File: src/rtl/anc_filter_v.sv
// NTAPS-tap FIR stage for the ANC path. Coefficients are loaded one per sample strobe
// through a rotating pointer, followed by a two-stage multiply / sum-and-saturate pipeline.
module anc_filter_v #(
  parameter int NTAPS = 8
) (
  input  logic               Clk_100M,
  input  logic               Reset,
  input  logic               FilterEN,
  input  logic signed [10:0] SigIn,
  input  logic signed [10:0] Wz,
  input  logic               Synch,
  output logic signed [10:0] FiltOut
);

  localparam int PW = (NTAPS > 1) ? $clog2(NTAPS) : 1;

  logic                 synch_q;
  logic                 evt;
  logic signed [10:0]   x_q [NTAPS];
  logic signed [10:0]   x_d [NTAPS];
  logic signed [10:0]   c_q [NTAPS];
  logic signed [10:0]   c_d [NTAPS];
  logic [PW-1:0]        ptr_q, ptr_d;
  logic signed [21:0]   p_q [NTAPS];
  logic signed [25:0]   sum;
  logic signed [25:0]   shifted;
  logic signed [10:0]   sat;
  logic signed [10:0]   filt_q, filt_d;

  // A strobe edge seen while disabled is consumed by synch_q and never replayed.
  assign evt = Synch & ~synch_q & FilterEN;

  always_comb begin
    ptr_d = ptr_q;
    for (int unsigned i = 0; i < NTAPS; i++) begin
      x_d[i] = x_q[i];
      c_d[i] = c_q[i];
    end
    if (evt) begin
      x_d[0] = SigIn;
      for (int unsigned i = 1; i < NTAPS; i++) begin
        x_d[i] = x_q[i-1];
      end
      c_d[ptr_q] = Wz;
      ptr_d      = ptr_q + PW'(1);
    end
  end

  always_comb begin
    sum = '0;
    for (int unsigned i = 0; i < NTAPS; i++) begin
      sum = sum + {{4{p_q[i][21]}}, p_q[i]};
    end
    shifted = sum >>> 10;
    if (shifted > 26'sd1023) begin
      sat = 11'sd1023;
    end else if (shifted < -26'sd1024) begin
      sat = -11'sd1024;
    end else begin
      sat = shifted[10:0];
    end
    filt_d = FilterEN ? sat : '0;
  end

  always_ff @(posedge Clk_100M or negedge Reset) begin
    if (!Reset) begin
      synch_q <= 1'b0;
      ptr_q   <= '0;
      filt_q  <= '0;
      for (int unsigned i = 0; i < NTAPS; i++) begin
        x_q[i] <= '0;
        c_q[i] <= '0;
        p_q[i] <= '0;
      end
    end else begin
      synch_q <= Synch;
      ptr_q   <= ptr_d;
      filt_q  <= filt_d;
      for (int unsigned i = 0; i < NTAPS; i++) begin
        x_q[i] <= x_d[i];
        c_q[i] <= c_d[i];
        p_q[i] <= 22'(x_q[i]) * 22'(c_q[i]);
      end
    end
  end

  assign FiltOut = filt_q;

endmodule

File: config.mk
export PLATFORM = sky130hd
export DESIGN_NAME = anc_filter_v
export DESIGN_NICKNAME = d
export VERILOG_FILES = /design/src/rtl/anc_filter_v.sv
export SDC_FILE = /design/constraint.sdc
export NUM_CORES = 2
export LEC_CHECK = 0
export CORE_ASPECT_RATIO = 2
export CORE_MARGIN = 2
export CORE_UTILIZATION = 45
export CTS_CLUSTER_SIZE = 10
export DETAILED_ROUTE_END_ITERATION = 12
export PLACE_DENSITY_LB_ADDON = 0.1
export SLEW_MARGIN = 20
export SYNTH_ARGS = -nofsm -noshare
export SYNTH_HDL_FRONTEND = slang
export SYNTH_SLANG_ARGS = --single-unit
File: constraint.sdc
create_clock -name Clk_100M -period 6.9 [get_ports Clk_100M]
set_clock_uncertainty 0.2 [all_clocks]
set_input_delay 1.035 -clock Clk_100M [delete_from_list [all_inputs] [get_ports Clk_100M]]
set_output_delay 1.035 -clock Clk_100M [all_outputs]
set_load 0.01 [all_outputs]
### Word-level counts from Yosys, hierarchy flattened

Index checks and enable logic that the tools add are counted.

| word-level totals | value |
|---|---|
| flip-flop bits (word level) | 367 |
| bits of input ports | 26 |
| output and inout bits | 11 |

| cells by class | value |
|---|---|
| add/subtract/negate cells | 8 |
| $mul | 8 |
| $lt $le $gt $ge | 4 |
| multiplexer cells | 6 |
| bitwise logic cells | 4 |
| reduce and logical (&&, ||, !) cells | 1 |

Operators with widths:

| operator | count |
|---|---|
| multiplier 11 x 11 -> 22 bit | 8 |
| bitwise mux 88 bit | 1 |
| adder 26 bit | 3 |
| two-way mux 11 bit | 4 |
| demux 11 bit (select 3 bit) | 1 |
| adder 25 x 22 -> 26 bit | 1 |
| adder 24 x 22 -> 25 bit | 1 |
| adder 23 x 22 -> 24 bit | 1 |
| adder 22 x 22 -> 23 bit | 1 |
| > comparator 16 x 11 -> 1 bit (second input constant) | 1 |
| < comparator 16 x 11 -> 1 bit (second input constant) | 1 |
| >= comparator 4 bit (second input constant) | 1 |
| < comparator 4 x 1 -> 1 bit (second input constant) | 1 |
| NOT 3 -> 4 bit | 1 |
| adder 3 x 1 -> 3 bit (second input constant) | 1 |
| bitwise AND 1 bit | 2 |
| logical AND 1 bit | 1 |
| NOT 1 bit | 1 |

### Depth between registers and ports, before layout

| depth | value |
|---|---|
| depth in word-level cells | 11 |
| mapped depth | 23 |
| gate-level depth less buffers | 22 |

### Worst setup path after synthesis

OpenSTA, ideal clock, no wires.

| timing path | value |
|---|---|
| path type | register to register |
| start | reg c_q[46] in the netlist's numbering |
| end | reg p_q[108] in the netlist's numbering |
| library setup time | 80 ps |
| data arrival time | 5,205 ps |
| required time | 6,620 ps |
| setup slack | 1,415 ps |
| cell stages (with the launch flop) | 23 |
| buffers on the path | 1 |
| clock period less this slack | 5,485 ps |
| cells stage by stage | dfrtp_1 -> clkbuf_1 -> and2_1 -> fa_1 -> inv_1 -> fa_1 -> inv_1 -> fa_1 -> fa_1 -> inv_1 -> fa_1 -> inv_1 -> ha_1 -> o21ai_0 -> nand2b_1 -> nand2_1 -> a21oi_1 -> o21a_1 -> o21ai_0 -> a211oi_1 -> or3b_2 -> a21oi_1 -> xnor2_1 |

| on the way | value |
|---|---|
| word-level cells in the longest chain between the ends | 1 |

RTL lines:

| element | RTL line | source |
|---|---|---|
| start, declared | 21 | `logic signed [10:0] c_q [NTAPS];` |
| start signal, assigned by index | 81 | `c_q[i] <= c_d[i];` |
| multiplier 11 x 11 -> 22 bit | 82 | `p_q[i] <= 22'(x_q[i]) * 22'(c_q[i]);` |
| end signal, assigned by index | 82 |  |
| end, declared | 24 | `logic signed [21:0] p_q [NTAPS];` |

No other way between the ends.
A chain may end at the register's enable or synchronous reset.

### Worst setup path in the final report

| timing path | value |
|---|---|
| start | reg x_q[69] in the netlist's numbering |
| end | reg p_q[152] in the netlist's numbering |

| on the way | value |
|---|---|
| word-level cells in the longest chain between the ends | 1 |

RTL lines:

| element | RTL line | source |
|---|---|---|
| start, declared | 19 | `logic signed [10:0] x_q [NTAPS];` |
| start signal, assigned by index | 80 | `x_q[i] <= x_d[i];` |
| multiplier 11 x 11 -> 22 bit | 82 |  |

No other way between the ends.

==> results_dict.tcl <==
set metrics [dict create \
    port-buffer-count 36 \
    cap_viol_max_count 0 \
    final.fill_count 11266 \
    grt_start_max_net_pins 127 \
    path_max_fanout 13 \
    die_area_um2 122000 \
    insertion_delay_ns 0.63 \
    synthMostInstantiatedCell "inv_1" \
    syn-instance-count 5461 \
    drive_above_1_share_pct 4.51 \
    ys_top_cells_by_area "fa_1 (40%), dfrtp_1 (17%), inv_1 (9.5%)" \
    start_util_pct 45.4 \
    yosysWarningCount 0 \
    area_delta_synth_final_pct 6.29 \
    synthArstFlopShare_pct 100 \
    synth_enable_flop_cells 0 \
    class_of_the_most_critical_setup_path "flop to flop" \
    finalHoldViolations 0 \
    drc 0 \
    initialDrtViolationCount 1448 \
    setup_repair_after_global_routing_missed_its_margin "no" \
    synthDominantCellAreaShare_pct 40.1 \
    worst_path_largest_cell_delay_ns 0.82 \
    worst_setup_path_end_kind "flop" \
    core_area_um2 118000 \
    wl_per_cell_um 21.9 \
    ys_seq_area_share_pct 17.2 \
    cts_htree_levels 2 \
    yosys.area.top_type "fa_1" \
    syn_nets 6959 \
    globalRoute.totalOverflow 0 \
    placementRows 178 \
    tritoncts "built" \
    final_cell_area_um2 56800 \
    grtUsageTotal_pct 26.7 \
    drt-total-wl_um 152000 \
    vias_in_the_first_global_route 40272 \
    die_w_um 248 \
    run_status "finished, final reports clean" \
    detail_route.first_pass.iterations 5 \
    cpMostUsedCell "fa_1" \
    setup_total_negative_slack_ns 0 \
    ctsResizeCount 0 \
    netlist-cell-type-count 61 \
    placed_cell_area_um2 55400 \
    io_pins 37 \
    setup_viol 0 \
    num-nets-final 6897 \
    grt_first_pass_wirelength_um 238000 \
    clk_transition_reported_paths_ns 0.06 \
    dp_cells 6881 \
    floorplan.die.height_um 491 \
    hpwlAfterDp_um 127000 \
    avgSynthCellArea_um2 9.78 \
    synth-main-ff-cell "dfrtp_1" \
    layout.cells.non_filler 6946 \
    slew_margin_rel_pct 23.8 \
    ys_ff_latch 367 \
    critical_path_top_delay_cell "dfrtp_1" \
    cts_hold_repair.buffers 0 \
    ctsRootBufferMaster "clkbuf_16" \
    netlist_area_pre_place_um2 53400 \
    max_slew_vio_count 0 \
    postCtsSetupRepairBufs 0 \
    max_freq_ghz 0.161 \
    path_category_of_the_worst_min_delay_check "input pin to async pin" \
    layout_min_cycle_time_ns 6.21 \
    cell_chain_of_the_critical_path "nand2_1 -> fa_1 -> inv_1 -> ha_1 -> fa_1 -> inv_1 -> fa_1 -> fa_1 -> inv_1 -> ha_1 -> nor2b_1 -> o21ai_0 -> a21boi_0 -> o21ai_1 -> a211oi_1 -> o31ai_1 -> nor2_1 -> or3_1 -> a21oi_1 -> xnor2_1" \
    antenna_violations_before_repair 7 \
    vias 35000 \
    cts.path.max_buffers 3 \
    crit_path_arrival_time_ns 6.54 \
    period_share_pct 90.0 \
    timing.critical_path.required_ns 7.23 \
    cts_buffers 46 \
    cts.sink_count 367 \
    ranking_of_synthesized_cells_by_instance_count "inv_1 (1346), fa_1 (1070), nand2_1 (713)" \
    tightestPinTransition_ns 1.14 \
    gp_routability_congestion 0.880 \
    vias_per_cell 5.04 \
    count_of_nets_left_with_antenna_violations_after_detail_routing 0 \
    start_kind "flop" \
]
layout by cell type (no fill, tap or decap), types with 6 or more instances in the layout:
master,count
a211o_1,6
a21o_1,20
a31oi_1,8
a21boi_0,12
xor2_1,16
o21bai_1,8
a21oi_1,75
and2_1,495
nand2b_1,90
and3_1,15
or2_2,10
nand2_1,713
clkdlybuf4s50_1,31
or3_1,10
buf_4,55
o211ai_1,7
ha_1,402
inv_1,1346
o21ai_0,59
nor2_1,95
clkbuf_16,46
fa_1,1070
nor2b_1,30
dfrtp_1,367
nor3_1,35
a22oi_2,10
nand3_1,25
o21a_1,10
mux2_2,86
a211oi_1,8
xnor2_1,176
layer usage:
metal  routed length [µm]  up-vias  GRT usage, %
met5                    0        -             0
met4                12300        0          16.9
met3                 3060      316          1.53
met2                88200      619          52.7
met1                48800    18291          26.2
li1                     -    15774             -
cell type report:
cell class,count,area [µm²],area share [%]
flip-flops and latches,367,9180,16.2
diodes,1,2.50,0.00441
multi-input cells,3544,38400,67.7
clock buffers,52,1190,2.10
repair buffers,94,818,1.44
well taps,1530,1910,3.37
inverters,1346,5050,8.90
clock inverters,12,184,0.324
worst paths after layout:
path	start	slack, ns	cells after the start	to
max	x_q[69]$_DFFE_PN0P_	0.69	20	p_q[152]$_DFF_PN0_
min reg2reg	x_q[6]$_DFFE_PN0P_	0.42	2	x_q[6]$_DFFE_PN0P_
max in group asynchronous	Reset	4.64	3	p_q[145]$_DFF_PN0_
max reg2reg	x_q[69]$_DFFE_PN0P_	0.69	20	p_q[152]$_DFF_PN0_
min in group Clk_100M	x_q[6]$_DFFE_PN0P_	0.42	2	x_q[6]$_DFFE_PN0P_
min	Reset	0.14	1	c_q[32]$_DFFE_PN0P_
flip-flops by register name, indices dropped and copies added, names as in the netlist:
register	flops
FiltOut	11
c_q	88
p_q	176
ptr_q	3
synch_q	1
x_q	88
critical path: cells and delay by family, from the launching register on:
family / cells / cell delay [ns]
AOI/OAI and AO/OA: 6 / 1.57
xor gates and xnor gates: 1 / 0.14
adders and majority gates: 6 / 2.48
buffers and inverters: 3 / 0.14
DFF: 1 / 0.82
and+or+nand+nor: 4 / 0.76
logic make-up after synthesis:
| group | after synthesis | synth area share (%) |
|---|---|---|
| flops | 367 | 17.2 |
| mux | 87 | 1.84 |
| fa+ha+maj | 1472 | 49.5 |
| xor+xnor | 192 | 3.15 |
| buf+inv | 1550 | 10.9 |
| compound gates | 255 | 3.23 |
| simple gates | 1538 | 14.1 |
stage by stage:
stage               utilization (%)  hold WS, ns  setup WS (ns)
floorplan                         -        0.273           1.41
global placement               47.1        0.372          0.719
detailed placement             47.1        0.395          0.748
CTS                            48.3        0.136          0.692
global route                   48.3        0.164          0.404
finish                         48.3        0.135          0.693
Power is not shown: default switching activity piles up to over one toggle a cycle in this logic, so the estimate is an artifact.
